File: src/rtl/dvi_tmds_pkg.sv
`default_nettype none
// ------------------------------------------------------------------
// dvi_tmds_pkg: TMDS control tokens, align FSM states, word decode
// Revision: 1.0
// ------------------------------------------------------------------
package dvi_tmds_pkg;

  localparam logic [9:0] c_token_c00 = 10'h354;
  localparam logic [9:0] c_token_c01 = 10'h0AB;
  localparam logic [9:0] c_token_c10 = 10'h154;
  localparam logic [9:0] c_token_c11 = 10'h2AB;

  typedef enum logic {
    ST_SEARCH = 1'b0,
    ST_LOCKED = 1'b1
  } align_state_t;

  function automatic logic is_token(input logic [9:0] q);
    return (q == c_token_c00) || (q == c_token_c01) ||
           (q == c_token_c10) || (q == c_token_c11);
  endfunction

  function automatic logic [1:0] token_ctrl(input logic [9:0] q);
    logic [1:0] c;
    case (q)
      c_token_c01: c = 2'b01;
      c_token_c10: c = 2'b10;
      c_token_c11: c = 2'b11;
      default:     c = 2'b00;
    endcase
    return c;
  endfunction

  // q[9] flags an inverted payload; q[8] selects XOR (1) or XNOR (0) chaining
  function automatic logic [7:0] tmds_decode_data(input logic [9:0] q);
    logic [7:0] d;
    logic [7:0] r;
    d    = q[9] ? ~q[7:0] : q[7:0];
    r    = '0;
    r[0] = d[0];
    for (int i = 1; i < 8; i++) begin
      r[i] = q[8] ? (d[i] ^ d[i-1]) : ~(d[i] ^ d[i-1]);
    end
    return r;
  endfunction

endpackage
`default_nettype wire

File: src/rtl/dvi_rx_word_align.sv
`default_nettype none
// ------------------------------------------------------------------
// dvi_rx_word_align: bit-offset search and token-run lock tracking
// Revision: 1.0
// ------------------------------------------------------------------
module dvi_rx_word_align #(
  parameter int TOKEN_RUN    = 8,
  parameter int SEARCH_DWELL = 2048,
  parameter int LOSS_TIMEOUT = 8192
) (
  input  logic       pixel_clock,
  input  logic       reset,
  input  logic [9:0] raw,
  output logic [9:0] word,
  output logic       locked,
  output logic [3:0] offset,
  output logic       lock_lost
);
  import dvi_tmds_pkg::*;

  localparam int TW = $clog2(TOKEN_RUN + 1);
  localparam int DW = (SEARCH_DWELL > 1) ? $clog2(SEARCH_DWELL) : 1;
  localparam int LW = $clog2(LOSS_TIMEOUT + 1);
  localparam logic [TW-1:0] c_token_run    = TW'(TOKEN_RUN);
  localparam logic [DW-1:0] c_dwell_last   = DW'(SEARCH_DWELL - 1);
  localparam logic [LW-1:0] c_loss_timeout = LW'(LOSS_TIMEOUT);

  align_state_t  r_state, w_state_nxt;
  logic [9:0]    r_raw_d;
  logic [19:0]   w_window;
  logic [9:0]    w_aligned;
  logic          w_is_tok;
  logic [3:0]    w_offset_nxt;
  logic [TW-1:0] r_tok_cnt, w_tok_nxt;
  logic [DW-1:0] r_dwell, w_dwell_nxt;
  logic [LW-1:0] r_loss, w_loss_nxt;
  logic [1:0]    r_holdoff, w_holdoff_nxt;

  assign w_window  = {raw, r_raw_d} >> offset;
  assign w_aligned = w_window[9:0];
  assign w_is_tok  = is_token(word);
  assign locked    = (r_state == ST_LOCKED);
  assign lock_lost = (r_state == ST_LOCKED) && (r_loss == c_loss_timeout);

  always_ff @(posedge pixel_clock or negedge reset) begin
    if (!reset) begin
      r_raw_d   <= '0;
      word      <= '0;
      r_state   <= ST_SEARCH;
      offset    <= '0;
      r_tok_cnt <= '0;
      r_dwell   <= '0;
      r_loss    <= '0;
      r_holdoff <= '0;
    end else begin
      r_raw_d   <= raw;
      word      <= w_aligned;
      r_state   <= w_state_nxt;
      offset    <= w_offset_nxt;
      r_tok_cnt <= w_tok_nxt;
      r_dwell   <= w_dwell_nxt;
      r_loss    <= w_loss_nxt;
      r_holdoff <= w_holdoff_nxt;
    end
  end

  always_comb begin
    w_state_nxt   = r_state;
    w_offset_nxt  = offset;
    w_tok_nxt     = r_tok_cnt;
    w_dwell_nxt   = '0;
    w_loss_nxt    = '0;
    w_holdoff_nxt = r_holdoff;
    case (r_state)
      ST_SEARCH: begin
        w_dwell_nxt = r_dwell + DW'(1);
        // stage-1 words straddling an offset change are not trusted
        if (r_holdoff != 2'd0) begin
          w_holdoff_nxt = r_holdoff - 2'd1;
          w_tok_nxt     = '0;
        end else if (!w_is_tok) begin
          w_tok_nxt = '0;
        end else if (r_tok_cnt != c_token_run) begin
          w_tok_nxt = r_tok_cnt + TW'(1);
        end
        // a completed run wins over a dwell expiring in the same cycle
        if (r_tok_cnt == c_token_run) begin
          w_state_nxt   = ST_LOCKED;
          w_tok_nxt     = '0;
          w_dwell_nxt   = '0;
          w_holdoff_nxt = '0;
        end else if (r_dwell == c_dwell_last) begin
          w_offset_nxt  = (offset == 4'd9) ? 4'd0 : offset + 4'd1;
          w_dwell_nxt   = '0;
          w_tok_nxt     = '0;
          w_holdoff_nxt = 2'd2;
        end
      end
      ST_LOCKED: begin
        if (r_loss == c_loss_timeout) begin
          w_state_nxt = ST_SEARCH;
          w_tok_nxt   = '0;
        end else if (!w_is_tok) begin
          w_loss_nxt = r_loss + LW'(1);
        end
      end
      default: w_state_nxt = ST_SEARCH;
    endcase
  end

endmodule
`default_nettype wire

File: src/rtl/dvi_rx_tmds_dec.sv
`default_nettype none
// ------------------------------------------------------------------
// dvi_rx_tmds_dec: DVI TMDS channel receiver (word align + decode)
// Revision: 1.0
// ------------------------------------------------------------------
module dvi_rx_tmds_dec #(
  parameter int TOKEN_RUN    = 8,
  parameter int SEARCH_DWELL = 2048,
  parameter int LOSS_TIMEOUT = 8192
) (
  input  logic       pixel_clock,
  input  logic       reset,
  input  logic [9:0] raw,
  output logic       den,
  output logic [7:0] data,
  output logic [1:0] ctrl,
  output logic       locked,
  output logic [3:0] offset,
  output logic       lock_lost
);
  import dvi_tmds_pkg::*;

  logic [9:0] w_stage1_word;
  logic       w_den_nxt;
  logic [7:0] w_data_nxt;
  logic [1:0] w_ctrl_nxt;

  dvi_rx_word_align #(
    .TOKEN_RUN   (TOKEN_RUN),
    .SEARCH_DWELL(SEARCH_DWELL),
    .LOSS_TIMEOUT(LOSS_TIMEOUT)
  ) u_align (
    .pixel_clock(pixel_clock),
    .reset      (reset),
    .raw        (raw),
    .word       (w_stage1_word),
    .locked     (locked),
    .offset     (offset),
    .lock_lost  (lock_lost)
  );

  // data words keep the control value of the most recent token
  always_comb begin
    w_den_nxt  = 1'b0;
    w_data_nxt = '0;
    w_ctrl_nxt = ctrl;
    if (!locked) begin
      w_ctrl_nxt = '0;
    end else if (is_token(w_stage1_word)) begin
      w_ctrl_nxt = token_ctrl(w_stage1_word);
    end else begin
      w_den_nxt  = 1'b1;
      w_data_nxt = tmds_decode_data(w_stage1_word);
    end
  end

  always_ff @(posedge pixel_clock or negedge reset) begin
    if (!reset) begin
      den  <= 1'b0;
      data <= '0;
      ctrl <= '0;
    end else begin
      den  <= w_den_nxt;
      data <= w_data_nxt;
      ctrl <= w_ctrl_nxt;
    end
  end

endmodule
`default_nettype wire

File: config.mk
export PLATFORM = sky130hd
export DESIGN_NAME = dvi_rx_tmds_dec
export DESIGN_NICKNAME = d
export VERILOG_FILES = /design/src/rtl/dvi_tmds_pkg.sv /design/src/rtl/dvi_rx_word_align.sv /design/src/rtl/dvi_rx_tmds_dec.sv
export SDC_FILE = /design/constraint.sdc
export NUM_CORES = 1
export LEC_CHECK = 0
export BUFFER_PORTS_ARGS = -buffer_cell sky130_fd_sc_hd__buf_2
export CAP_MARGIN = 20
export CORE_MARGIN = 3
export CORE_UTILIZATION = 30
export DETAILED_ROUTE_END_ITERATION = 10
export GPL_TIMING_DRIVEN = 0
export MAX_ROUTING_LAYER = met4
export PLACE_DENSITY = 0.49
export SYNTH_ARGS = -nofsm -noshare
export SYNTH_HDL_FRONTEND = slang
export SYNTH_HIERARCHICAL = 1
export SYNTH_SLANG_ARGS = --single-unit
File: constraint.sdc
create_clock -name pixel_clock -period 2.4 [get_ports pixel_clock]
set_input_delay 0.6 -clock pixel_clock [delete_from_list [all_inputs] [get_ports pixel_clock]]
set_output_delay 0.6 -clock pixel_clock [all_outputs]
set_load 0.02 [all_outputs]
-- After elaboration in Yosys (flattened, before gate mapping)
Index checks and enable logic that the tools add are counted.
- word-level logic and storage cells: 90
- flip-flop bits (word level): 67
- input port bits: 12
- output and inout port bits: 17
- multiplexer cells: 35
- equality and inequality tests: 12
- bitwise gates (word level): 17
- shift operators: 1
- add/sub/neg operators: 5
- reduce and logical (&&, ||, !) cells: 9
- operators by type and width (operator ; count):
    $mux 14 ; 3
    $mux 11 ; 3
    $mux 4 ; 7
    $mux 8 ; 3
    $eq 10x10->1 const B ; 2
    $shr 20x4->10 ; 1
    $add 14x1->14 const B ; 1
    $eq 14x14->1 const B ; 1
    $add 11x1->11 const B ; 1
    $eq 11x11->1 const B ; 1
    $mux 1 ; 11
    $eq 10x8->1 const B ; 1
    $eq 10x9->1 const B ; 1
    $mux 2 ; 5
    $not 1->1 ; 9
    $add 4x1->4 const B ; 2
    $eq 4x4->1 const B ; 2
    $not 8->8 ; 1
    $pmux 4 s2 ; 1
    $xor 1x1->1 ; 7
    $ne 6x6->1 const B ; 1
    $pmux 2 s3 ; 1
    $ne 2x2->1 const B ; 2
    $ne 4x4->1 const B ; 1
    other kinds (8) ; 11

-- Depth between registers and ports, before layout
- depth in word-level cells: 9
- depth in mapped cells: 8
- depth with buffers taken out: 7

-- Cells and area by module
Netlist, hierarchy kept.
- modules (own cells, without submodules) (module ; cells each ; area each (sq um) ; instances ; seq. area each (sq um)):
    dvi_rx_word_align ; 280 ; 3001.6 ; 1 ; 1401.3
    dvi_rx_tmds_dec ; 56 ; 673.1 ; 1 ; 275.3

-- Worst setup path before layout
OpenSTA, ideal clock, no wires.
- path kind: register to register
- start point: register u_align.offset[0]
- end point: register u_align.word[3]
- arrival time: 1.761 ns
- path buffers: 1
- setup time: 0.138 ns
- required time: 2.262 ns
- stages on the path, launching flop included: 4
- period minus slack after synthesis: 1.900 ns
- setup slack: 0.500 ns
- cell sequence: dfrtp_1 buf_2 mux4_2 mux4_2
- cells in the longest elaborated chain, start to end: 1
- ends and longest elaborated chain (element ; RTL line ; source):
    start: declaration ; dvi_rx_word_align.sv:16 ; output logic [3:0] offset,
    start signal: assignment ; dvi_rx_word_align.sv:59 ; offset <= w_offset_nxt;
    $shr 20x4->10 ; dvi_rx_word_align.sv:39 ; assign w_window = {raw, r_raw_d} >> offset;
    via u_align.w_window[3] ; dvi_rx_word_align.sv:30 ; logic [19:0] w_window;
    end signal: assignment ; dvi_rx_word_align.sv:57 ; word <= w_aligned;
    end: declaration ; dvi_rx_word_align.sv:14 ; output logic [9:0] word,
The timed path passes the listed nets, and every way through them passes these cells.
A chain may end at the register's enable or synchronous reset.

-- Worst setup path in the final report
- start point: register u_align.r_loss[5]
- end point: output lock_lost
- cells in the longest elaborated chain, start to end: 2
- ends and longest elaborated chain (element ; RTL line ; source):
    start: declaration ; dvi_rx_word_align.sv:36 ; logic [LW-1:0] r_loss, w_loss_nxt;
    start signal: assignment ; dvi_rx_word_align.sv:62 ; r_loss <= w_loss_nxt;
    $eq 14x14->1 ; dvi_rx_word_align.sv:43 ; assign lock_lost = (r_state == ST_LOCKED) && (r_loss == c_loss_timeout);
    $logic_and 1x1->1 ; dvi_rx_word_align.sv:43 ;
    end: declaration ; dvi_rx_tmds_dec.sv:19 ; output logic lock_lost
Every way passes these cells.

==> results.md <==
Setup path:
- In this run the worst path has a maximum fanout of 4.
- The type of element capturing the critical path is a primary output.
- The data arrival at the endpoint of the critical path is ~1.7 ns.
- The kind of critical path is reg2out.
- The critical path goes through nor4b_1 > and4b_1 > and4_1 > buf_2.
- The endpoint required time on the critical path is 1.80 ns.
- In this design, the stage delay of the slowest critical-path cell is 0.41 ns.
- The largest individual stage delay along the critical path comes from the cell sky130_fd_sc_hd__dfrtp_1.
- The worst setup path startpoint is u_align/r_loss[5].
- The startpoint identified for the worst register-to-register timing path is u_align/r_dwell[0].
- The worst setup path is launched from a flop.

Clock tree:
- Clock tree synthesis selected as its root buffer the cell sky130_fd_sc_hd__clkbuf_16.
- The post-cts sizing count is 0.
- TritonCTS built the clock tree.
- Clock latency on the worst-skew pair, taken at its later pin, is 0.33 ns.
- The number of clock buffers added by TritonCTS is 9.
- The buffer levels on the longest clock path is 2.
- CTS built an H-tree with a depth of 3.
- In this run the post-CTS setup repair buffer count came out at 0.
- The clock transition at the registers of the reported paths is 0.05 ns.
- The number of hold buffers added after CTS was 0.
- The tree built by TritonCTS fans out to 67 sinks.

Logic synthesis:
- The count of warnings emitted by yosys is 6.
- The mean post-synth cell area is approximately 11 sq um.
- The count of cell types in the netlist is 61.
- In the synthesized netlist the async set-or-reset flop fraction comes to 1.00.
- The summed instance area of the synthesized netlist is between 0.003 and 0.004 sq mm.
- Counting flops and latches in the post-synthesis netlist gives 67.
- The most used flip-flop cell after synthesis is sky130_fd_sc_hd__dfrtp_1.
- Of the synthesized area, sequential elements account for 0.456.
- The instance count of the mapped netlist is 336.
- The number of synthesized flops with an enable pin is 0.
- Counting every net in the synthesized netlist gives 360.

Die:
- In this run the core area contains 39 standard-cell rows.
- The die outline height is 117 um.
- The I/O pin total is 29.
- From left edge to right edge, the die measures 117 um.
- The core area is 0.0117 sq mm.
- The starting utilization of the core area is 0.314.
- The die footprint is between 0.01 and 0.015 sq mm.

Route:
- Dividing the detail-routed wire length by the instance count gives 14.4 um.
- After detailed routing, the number of remaining DRC violations is 0.
- The highest layer used for signal routing is met4.
- Once detail routing completed, the nets flagged for antenna violations numbered 0.
- The detail-routed via count per cell is 4.83.
- The routed length on met1 is 3830 um.
- The detailed route wirelength on metal2 is 3340 um.
- Wires add up to approximately 7600 um.
- The iteration count of the initial detailed-routing pass is 4.
- The routed design uses between 300 and 400 um of met3 wire.
- The final route contains around 2500 vias.
- The DRC marker count from the first detailed-route iteration is 126.

Pwr:
- Across the VDD grid, the largest voltage drop is 0.291 mV.
- The final total power is 2530 uW.
- For this design the ratio of total power to cell area is 592 mW/mm^2.
- In this run the static leakage power is a little under 0.002 uW.

STA:
- The final count of pins violating max slew was 0.
- The final setup violation count is 0.
- Setup repair after global routing left no endpoint under its margin.
- Across the routed clock network, the largest skew measured is 0.00335 ns.
- The peak clock frequency supported by timing is 0.437 GHz.
- The number of hold violations in the final report is 0.
- At the pin with the least slew margin, the transition time is between 0.8 and 0.9 ns.
- The worst hold slack after final layout is around 0.37 ns.
- The clock period minus final worst setup slack is 2.29 ns.
- Headroom to the max-slew limit came out at 0.443.
- The share of the clock period used by the worst path after layout is 0.953.
- The setup TNS is 0 ns.

Finish:
- The share of layout cells above drive strength 1 is 0.200.
- The filler-free cell count of the finished design is 523.
- The filler cells instantiated in the layout total 1177.
- The commonest non-fill, non-tap cell in the layout is sky130_fd_sc_hd__dfrtp_1.
- 0 antenna diodes ended up in the layout.
- The finished layout cell area is ~0.0043 sq mm.
- In the layout the commonest cells are sky130_fd_sc_hd__dfrtp_1 (67), sky130_fd_sc_hd__nor2_1 (38), sky130_fd_sc_hd__buf_2 (31).
- The signed area change from the synthesized netlist to the final layout is 16.2%.
- The count of nets after finishing is ~400.

Global route:
- The pin count of the biggest net entering global routing is 68.
- The first global-routing pass estimated between 10000 and 15000 um of wire.
- The number of global-route vias before repair is between 2000 and 3000.
- In the global route stage, overall resource usage came out at 0.125.
- The final global-route overflow total is 0.
- The number of antenna violations at the first check in global routing was 0.

Placement:
- The placed instances occupy a cell area of 0.00400 sq mm.
- Buffers placed on the I/O ports in this run total 28.
- In this run, placement finished with an instance count of roughly 500.
- The half-perimeter wire length after placement is 5430 um.
- The weighted congestion reported at the end of routability-driven placement is a little over 0.8.

Run status:
- The run finished with clean final reports.

Worst hold path:
- The path class of the lowest-slack min-delay path is in2async.

Flow run:
- The max-cap violation count is 0.
[stage by stage]
step	utilization	worst slack (ns)
floorplan	-	0.500
global placement	0.341	0.399
detailed placement	0.341	0.394
CTS	0.365	0.0771
global route	0.365	0.00591
finish	0.365	0.114
[cells by family (layout without fill, tap and decap cells)]
kind of cell / after synthesis / after routing / synth area share
AOI/OAI and AO/OA: 41 / 41 / 0.0773
adders and majority gates: 12 / 12 / 0.0409
xor gates and xnor gates: 34 / 34 / 0.0831
muxes: 29 / 29 / 0.115
DFF: 67 / 67 / 0.456
and+or+nand+nor: 122 / 122 / 0.188
buffers and inverters: 31 / 75 / 0.0392
[sequential cells by signal, indices dropped and copies added, names as in the netlist]
register,count
u_align/locked,1
u_align/r_loss,14
den,1
u_align/r_tok_cnt,4
u_align/r_holdoff,2
u_align/r_raw_d,10
u_align/word,10
u_align/offset,4
data,8
ctrl,2
u_align/r_dwell,11
[final timing paths]
check | endpoint | slack [ns] | cells after the start
hold / removal | u_align/r_loss[8] | 0.37 | 1
max in group asynchronous | u_align/r_raw_d[9] | 1.48 | 1
setup / recovery | lock_lost | 0.11 | 4
setup reg to reg | u_align/r_tok_cnt[0] | 0.39 | 7
min in group pixel_clock | u_align/r_raw_d[5] | 0.40 | 1
hold reg to reg | u_align/r_holdoff[0] | 0.48 | 1
[report_power, final]
part / switching (uW) / internal (uW)
Combinational: 73.0 / 62.7
Clock: 465 / 757
Sequential: 20.9 / 1150
[worst max-delay path: cells and delay by family, from the launching register on]
family / cells / cell delay, ns
buf+inv: 1 / 0.17
flops: 1 / 0.41
simple gates: 3 / 0.77
[final cells by class]
cell class | count | area [sq um] | share of cell area
multi-input combinational | 238 | 1850 | 0.434
sequential | 67 | 1680 | 0.393
clock inverter | 1 | 7.51 | 0.00176
timing repair buffer | 28 | 143 | 0.0334
inverter | 20 | 75.1 | 0.0176
clock buffer | 15 | 268 | 0.0627
tap | 143 | 179 | 0.0419
buffer | 11 | 68.8 | 0.0161
[synth_stat cells (all sizes together), types with 2 or more instances]
cell type	number	area (sq um)
clkbuf	2	7.51
nor3	11	60.1
mux2i	15	150
nand2	19	78.8
nand3	16	85.1
and4	5	43.8
xor2	12	105
nand4b	3	56.3
o21a	2	15.0
a2111oi	2	17.5
nand2b	3	26.3
nor4	3	18.8
xnor2	22	200
nor2	39	154
mux2	4	48.8
nor3b	3	22.5
mux4	10	225
a21o	3	22.5
and3	6	38.8
a21oi	12	60.1
inv	19	71.3
dfrtp	67	1680
buf	9	61.3
a211oi	6	45.0
or2	2	12.5
nor2b	2	12.5
o21ai	5	36.3
a31oi	3	18.8
and2	4	25.0
ha	12	150
[routing by layer]
metal,track usage,up-vias
met3,0.0394,8
met1,0.167,1204
met4,0.0298,0
met5,-,-
li1,-,1260
met2,0.185,55
Power figures use the tool's default switching activity.
